===== config.mk =====
export PLATFORM = sky130hd
export DESIGN_NAME = prv_trap_sequencer
export DESIGN_NICKNAME = d
export VERILOG_FILES = /design/src/rtl/machine_mode_types_1_12_pkg.sv /design/src/rtl/prv_trap_priority_enc.sv /design/src/rtl/prv_trap_sequencer.sv
export SDC_FILE = /design/constraint.sdc
export NUM_CORES = 1
export LEC_CHECK = 0
export CAP_MARGIN = 20
export CORE_MARGIN = 1.5
export CORE_UTILIZATION = 48
export CTS_CLUSTER_DIAMETER = 40
export DETAILED_ROUTE_END_ITERATION = 16
export PLACE_DENSITY = 0.88
export REMOVE_ABC_BUFFERS = 1
export SETUP_SLACK_MARGIN = 0.15
export SLEW_MARGIN = 20
export SYNTH_ARGS = -nofsm -noshare
export SYNTH_HDL_FRONTEND = slang
export SYNTH_SLANG_ARGS = --single-unit

===== constraint.sdc =====
create_clock -name CLK -period 3.8 [get_ports CLK]
set_input_delay 0.76 -clock CLK [delete_from_list [all_inputs] [get_ports CLK]]
set_output_delay 0.76 -clock CLK [all_outputs]
set_load 0.02 [all_outputs]

===== src/rtl/machine_mode_types_1_12_pkg.sv =====
// Shared machine-mode trap types: sequencer states, cause codes and exception bit positions.
package machine_mode_types_1_12_pkg;

  typedef enum logic [2:0] {
    ST_IDLE,
    ST_DRAIN,
    ST_COMMIT,
    ST_REDIRECT,
    ST_SLEEP
  } trap_state_t;

  localparam int CAUSE_W = 4;

  // Exception cause codes
  localparam logic [CAUSE_W-1:0] EXC_MAL_INSN     = 4'd0;
  localparam logic [CAUSE_W-1:0] EXC_FAULT_INSN   = 4'd1;
  localparam logic [CAUSE_W-1:0] EXC_ILLEGAL_INSN = 4'd2;
  localparam logic [CAUSE_W-1:0] EXC_BREAKPOINT   = 4'd3;
  localparam logic [CAUSE_W-1:0] EXC_MAL_L        = 4'd4;
  localparam logic [CAUSE_W-1:0] EXC_FAULT_L      = 4'd5;
  localparam logic [CAUSE_W-1:0] EXC_MAL_S        = 4'd6;
  localparam logic [CAUSE_W-1:0] EXC_FAULT_S      = 4'd7;
  localparam logic [CAUSE_W-1:0] EXC_ENV          = 4'd11;

  // Interrupt cause codes
  localparam logic [CAUSE_W-1:0] INT_SOFT  = 4'd3;
  localparam logic [CAUSE_W-1:0] INT_TIMER = 4'd7;
  localparam logic [CAUSE_W-1:0] INT_EXT   = 4'd11;

  // Bit positions inside exc_vec (bit 0 first)
  localparam int EB_FAULT_L      = 0;
  localparam int EB_FAULT_S      = 1;
  localparam int EB_MAL_L        = 2;
  localparam int EB_MAL_S        = 3;
  localparam int EB_ENV          = 4;
  localparam int EB_BREAKPOINT   = 5;
  localparam int EB_MAL_INSN     = 6;
  localparam int EB_ILLEGAL_INSN = 7;
  localparam int EB_FAULT_INSN   = 8;

  // Bit positions inside int_pend (bit 0 first)
  localparam int IB_EXT   = 0;
  localparam int IB_TIMER = 1;
  localparam int IB_SOFT  = 2;

  // Exceptions that report the faulting address through mtval
  function automatic logic cause_has_tval(input logic [CAUSE_W-1:0] cause);
    case (cause)
      EXC_MAL_INSN, EXC_FAULT_INSN, EXC_MAL_L,
      EXC_FAULT_L, EXC_MAL_S, EXC_FAULT_S: cause_has_tval = 1'b1;
      default:                             cause_has_tval = 1'b0;
    endcase
  endfunction

endpackage


===== src/rtl/prv_trap_priority_enc.sv =====
// Combinational trap arbiter: picks the highest-priority exception, else an enabled interrupt.
module prv_trap_priority_enc
  import machine_mode_types_1_12_pkg::*;
(
  input  logic [8:0]         exc_vec,
  input  logic [2:0]         int_pend,
  input  logic               mie_global,
  output logic               valid,
  output logic               is_int,
  output logic [CAUSE_W-1:0] cause
);

  // Exceptions always beat interrupts; the interrupt simply stays pending
  always_comb begin
    valid  = 1'b1;
    is_int = 1'b0;
    cause  = '0;
    if      (exc_vec[EB_FAULT_INSN])   cause = EXC_FAULT_INSN;
    else if (exc_vec[EB_ILLEGAL_INSN]) cause = EXC_ILLEGAL_INSN;
    else if (exc_vec[EB_MAL_INSN])     cause = EXC_MAL_INSN;
    else if (exc_vec[EB_BREAKPOINT])   cause = EXC_BREAKPOINT;
    else if (exc_vec[EB_ENV])          cause = EXC_ENV;
    else if (exc_vec[EB_MAL_S])        cause = EXC_MAL_S;
    else if (exc_vec[EB_MAL_L])        cause = EXC_MAL_L;
    else if (exc_vec[EB_FAULT_S])      cause = EXC_FAULT_S;
    else if (exc_vec[EB_FAULT_L])      cause = EXC_FAULT_L;
    else if ((int_pend != 3'b000) && mie_global) begin
      is_int = 1'b1;
      if      (int_pend[IB_EXT])  cause = INT_EXT;
      else if (int_pend[IB_SOFT]) cause = INT_SOFT;
      else                        cause = INT_TIMER;
    end else begin
      valid = 1'b0;
    end
  end

endmodule


===== src/rtl/prv_trap_sequencer.sv =====
// Machine-mode trap/mret/wfi sequencer: drain, commit CSRs, then redirect fetch.
module prv_trap_sequencer
  import machine_mode_types_1_12_pkg::*;
#(
  parameter int VECTORED_EN = 1,
  parameter int WORD_W      = 32
) (
  input  logic              CLK,
  input  logic              nRST,
  input  logic [8:0]        exc_vec,
  input  logic [2:0]        int_pend,
  input  logic              mie_global,
  input  logic              ret,
  input  logic              wfi,
  input  logic              pipe_clear,
  input  logic [WORD_W-1:0] epc,
  input  logic [WORD_W-1:0] badaddr,
  input  logic [WORD_W-1:0] mtvec,
  input  logic [WORD_W-1:0] mepc,
  output logic              insert_pc,
  output logic [WORD_W-1:0] priv_pc,
  output logic              intr,
  output logic              trap_we,
  output logic              mret_we,
  output logic [WORD_W-1:0] mcause_wdata,
  output logic [WORD_W-1:0] mepc_wdata,
  output logic [WORD_W-1:0] mtval_wdata,
  output logic              wfi_stall,
  output logic              busy
);

  trap_state_t        state_q, next_state;
  logic [CAUSE_W-1:0] cause_q;
  logic               intr_q, ret_q;
  logic [WORD_W-1:0]  epc_q, badaddr_q;

  logic               enc_valid, enc_is_int;
  logic [CAUSE_W-1:0] enc_cause;
  logic               latch_en;

  logic               insert_pc_d, intr_d, trap_we_d, mret_we_d, wfi_stall_d, busy_d;
  logic [WORD_W-1:0]  priv_pc_d, mcause_d, mepc_d, mtval_d, vec_off, trap_base;

  prv_trap_priority_enc u_prio (
    .exc_vec    (exc_vec),
    .int_pend   (int_pend),
    .mie_global (mie_global),
    .valid      (enc_valid),
    .is_int     (enc_is_int),
    .cause      (enc_cause)
  );

  // Next state; new events are only looked at while idle
  always_comb begin
    next_state = state_q;
    latch_en   = 1'b0;
    case (state_q)
      ST_IDLE: begin
        if (enc_valid || ret) begin
          next_state = ST_DRAIN;
          latch_en   = 1'b1;
        end else if (wfi) begin
          next_state = ST_SLEEP;
        end
      end
      ST_DRAIN:    if (pipe_clear) next_state = ST_COMMIT;
      ST_COMMIT:   next_state = ST_REDIRECT;
      ST_REDIRECT: next_state = ST_IDLE;
      ST_SLEEP:    if (int_pend != 3'b000) next_state = ST_IDLE;
      default:     next_state = ST_IDLE;
    endcase
  end

  // Output values decoded from the upcoming state so the registered outputs line up with it
  always_comb begin
    trap_base = {mtvec[WORD_W-1:2], 2'b00};
    vec_off   = '0;
    vec_off[CAUSE_W+1:2] = cause_q;

    trap_we_d   = (next_state == ST_COMMIT) && (state_q == ST_DRAIN) && !ret_q;
    mret_we_d   = (next_state == ST_COMMIT) && (state_q == ST_DRAIN) && ret_q;
    insert_pc_d = (next_state == ST_REDIRECT);
    intr_d      = insert_pc_d && intr_q;
    wfi_stall_d = (next_state == ST_SLEEP);
    busy_d      = (next_state != ST_IDLE);

    mcause_d = '0;
    mepc_d   = '0;
    mtval_d  = '0;
    if (trap_we_d) begin
      mcause_d[CAUSE_W-1:0] = cause_q;
      mcause_d[WORD_W-1]    = intr_q;
      mepc_d                = epc_q;
      if (!intr_q && cause_has_tval(cause_q)) mtval_d = badaddr_q;
    end

    priv_pc_d = '0;
    if (insert_pc_d) begin
      if (ret_q)
        priv_pc_d = mepc;
      else if ((VECTORED_EN != 0) && (mtvec[1:0] == 2'b01) && intr_q)
        priv_pc_d = trap_base + vec_off;
      else
        priv_pc_d = trap_base;
    end
  end

  // State register and event capture
  always_ff @(posedge CLK or negedge nRST) begin
    if (!nRST) begin
      state_q   <= ST_IDLE;
      cause_q   <= '0;
      intr_q    <= 1'b0;
      ret_q     <= 1'b0;
      epc_q     <= '0;
      badaddr_q <= '0;
    end else begin
      state_q <= next_state;
      if (latch_en) begin
        cause_q   <= enc_valid ? enc_cause : '0;
        intr_q    <= enc_valid && enc_is_int;
        ret_q     <= !enc_valid;
        epc_q     <= epc;
        badaddr_q <= badaddr;
      end
    end
  end

  // Registered outputs
  always_ff @(posedge CLK or negedge nRST) begin
    if (!nRST) begin
      insert_pc    <= 1'b0;
      priv_pc      <= '0;
      intr         <= 1'b0;
      trap_we      <= 1'b0;
      mret_we      <= 1'b0;
      mcause_wdata <= '0;
      mepc_wdata   <= '0;
      mtval_wdata  <= '0;
      wfi_stall    <= 1'b0;
      busy         <= 1'b0;
    end else begin
      insert_pc    <= insert_pc_d;
      priv_pc      <= priv_pc_d;
      intr         <= intr_d;
      trap_we      <= trap_we_d;
      mret_we      <= mret_we_d;
      mcause_wdata <= mcause_d;
      mepc_wdata   <= mepc_d;
      mtval_wdata  <= mtval_d;
      wfi_stall    <= wfi_stall_d;
      busy         <= busy_d;
    end
  end

endmodule


==> summary.txt <==
Outcome
  • Status: finished clean

Power and ir drop
  • PD cells: 630 mW/mm^2
  • Pwr Total: 6730 uW
  • Max VDD drop: 0.000342 V
  • Lkg Pwr: 0.00466 uW

Worst setup path
  • CP Launch Type: input port
  • Crit path to: badaddr_q[24]
  • Crit path DAT: 3040 ps
  • CP endpoint kind: flip-flop
  • Critical Path Stages: 6
  • CP bufs+invs: 2
  • Cells along the critical path: clkdlybuf4s50_1, nor4_4, nand4_2, o21ai_4, buf_12, mux2_1
  • Reg2reg end: priv_pc[14]
  • Worst-path fanout max: 40
  • Worst Setup SP: exc_vec[0]
  • Setup CP Type: in2reg
  • Slowest cell on crit path: clkdlybuf4s50_1
  • RR Startpoint: cause_q[0]
  • Critical Path RT: 4090 ps
  • Max incr delay on CP: 480 ps
  • FF-to-FF setup slack: 1580 ps
  • Delay-heaviest family, CP: buffers and inverters
  • FF-to-FF path depth: 7

Synth
  • Cells after Synth: 596
  • Seq/Total Area, Yosys: 60.1%
  • Ys flop type: dfrtp_1
  • Cell variety after synth: 53
  • Avg Cell Area, Syn: 12.6 sq um
  • Mapped Area: 0.00749 sq mm
  • Number of synthesized register bits: 180
  • Ys Warns: 0
  • Post-synth EDFFs: 0
  • Ys async rst share: 100%

Final layout
  • # nets final: 997
  • Post-layout util: 70.3%
  • Antenna cells: 0
  • Non-Filler Instances: 1047
  • Area growth, synth to finish: 42.6%
  • Final Cell Area: 0.0107 sq mm
  • Layout cells sized above 1: 6.40%
  • Number of fill cells in the layout: 1034

Route
  • DR WL/cell: 16.5 um
  • Post-DR vias/cell: 5.15
  • DR top layer: met4
  • Met1 Routed Length: 6720 um
  • DR iter-0 viols: 233
  • Final wirelength: 17300 um
  • Met3 wire length: 1300 um
  • DRC: 0
  • Detail Route Antenna Nets: 0
  • Met2 routed wirelength: 8840 um
  • Drt pass-1 iters: 4
  • Via count: 5389

Placed design
  • Half-perimeter wire length after placement: 12700 um
  • # port buffers: 252
  • Global placement routability congestion: 0.841
  • Total placed cells including tap cells: 1015
  • Dpl cell area: 0.0101 sq mm

Die
  • # IOs: 280
  • # rows: 45
  • Core area: 0.0152 sq mm
  • Starting Density: 49.3%
  • Die Y-Extent: 128 um
  • Die X: 128 um
  • Die area: 0.0164 sq mm

STA
  • Max Clock Skew: 8.63 ps
  • Hold_ws: 370 ps
  • Period utilization: 72.2%
  • Final setup vio count: 0
  • RSZ-0062 raised after global routing: no
  • Pin slew with the least headroom to its limit: 740 ps
  • Clock period minus worst slack: 2750 ps
  • Count of pins over their slew limit: 0
  • Final Hold Vio Count: 0
  • Max_slew headroom: 50.6%
  • FMAX: 364 MHz

CTS
  • CTS tree: built
  • Clock sinks: 180
  • Post-CTS setup buffers: 0
  • Cts bufs inserted: 17
  • Clock Path Buffers: 2
  • Clk slew on worst S/H paths: 70 ps
  • Clock root cell: clkbuf_16
  • Clk_lat worst skew: 420 ps
  • # hold bufs at CTS: 0
  • Htree depth: 4
  • Post-CTS sizing: 0

Global route
  • GRT overflow: 0
  • Total track usage: 21.7%
  • Antenna violations before repair: 0
  • Pin count of the biggest net entering global routing: 83
  • First-pass GRT wire length: 27000 um
  • Vias in the first global route: 5382

Run
  • Total of max-cap violations: 0

Worst hold path
  • Hold Path Class: in2async
[kinds of logic after synthesis]
| group | Yosys count | share of synthesized area, % |
|---|---|---|
| DFF | 180 | 60.1 |
| and+or+nand+nor | 171 | 13.8 |
| AOI/OAI and AO/OA | 85 | 7.03 |
| muxes | 66 | 9.89 |
| buffers and inverters | 63 | 5.29 |
| xor gates and xnor gates | 25 | 2.92 |
| adders and majority gates | 5 | 0.935 |
| other | 1 | 0.0501 |
[final cells by class]
| type | count | area (sq um) | area share, % |
|---|---|---|---|
| Multi-Input combinational cell | 379 | 2700 | 25.3 |
| Sequential cell | 180 | 4500 | 42.2 |
| Clock buffer | 18 | 439 | 4.11 |
| Clock inverter | 14 | 154 | 1.44 |
| Tap cell | 188 | 235 | 2.20 |
| Timing Repair Buffer | 262 | 2630 | 24.6 |
| Inverter | 6 | 22.5 | 0.211 |
[cell usage in the layout (no fill, tap or decap), types with 5 or more instances in the layout]
master	netlist	final
a211oi_1	7	7
and2_1	72	72
nand2_1	19	19
xor2_1	14	14
a21oi_1	32	32
and3_1	5	5
nor3_1	11	11
nand4_1	10	10
mux2_1	64	64
conb_1	1	27
inv_6	0	6
buf_4	29	8
xnor2_1	11	11
clkdlybuf4s50_1	0	251
inv_1	5	5
o21ai_0	24	24
clkbuf_16	0	17
nor2_1	18	18
nand3_1	9	9
dfrtp_1	180	180
[cells in the mapped netlist, types with 4 or more instances]
| master | number | share of area (%) |
|---|---|---|
| a211oi_1 | 7 | 0.70 |
| a21oi_1 | 32 | 2.1 |
| and2_1 | 72 | 6.0 |
| and3_1 | 5 | 0.42 |
| buf_2 | 5 | 0.33 |
| buf_4 | 29 | 2.9 |
| buf_6 | 6 | 0.90 |
| clkbuf_1 | 17 | 0.85 |
| dfrtp_1 | 180 | 60 |
| ha_1 | 4 | 0.67 |
| inv_1 | 5 | 0.25 |
| mux2_1 | 64 | 9.6 |
| nand2_1 | 19 | 0.95 |
| nand3_1 | 9 | 0.60 |
| nand4_1 | 10 | 0.84 |
| nor2_1 | 18 | 0.90 |
| nor3_1 | 11 | 0.73 |
| nor4_1 | 5 | 0.42 |
| o21ai_0 | 24 | 1.6 |
| o31ai_1 | 4 | 0.40 |
| xnor2_1 | 11 | 1.3 |
| xor2_1 | 14 | 1.6 |
[report_power, final]
part           leakage (uW)  switching [uW]  internal [uW]
Combinational       0.00205            1110           1070
Clock              0.000286             774            950
Sequential          0.00233             302           2520
[how the worst min path moves through the flow]
| stage | start | to | cells after the start |
|---|---|---|---|
| final | nRST | mtval_wdata[17] | 1 |
| after floorplan | epc_q[0] | mepc_wdata[0] | 1 |
| after CTS | nRST | mtval_wdata[11] | 1 |
| after global placement | epc_q[24] | mepc_wdata[24] | 1 |
| after detailed placement | epc_q[2] | mepc_wdata[2] | 1 |
| after global routing | nRST | mtval_wdata[11] | 1 |
[metrics by stage]
stage / setup slack (ps) / TNS (ps)
after floorplan: -256 / -8190
after global placement: 693 / 0
after detailed placement: 625 / 0
after CTS: 1060 / 0
after global routing: 917 / 0
final: 1050 / 0
[layer usage]
layer,up-vias,global-route usage (%)
met5,-,0
met4,0,8.92
met3,26,5.51
met2,258,38.5
met1,2610,25.0
li1,2495,-
[flip-flops by register name (all words and copies together), names as in the netlist]
name / flops
mcause_wdata: 5
state_q: 3
priv_pc: 32
epc_q: 32
cause_q: 4
insert_pc: 1
mtval_wdata: 32
mret_we: 1
intr_q: 1
wfi_stall: 1
trap_we: 1
intr: 1
busy: 1
badaddr_q: 32
ret_q: 1
mepc_wdata: 32
(Power assumes the default switching activity.)
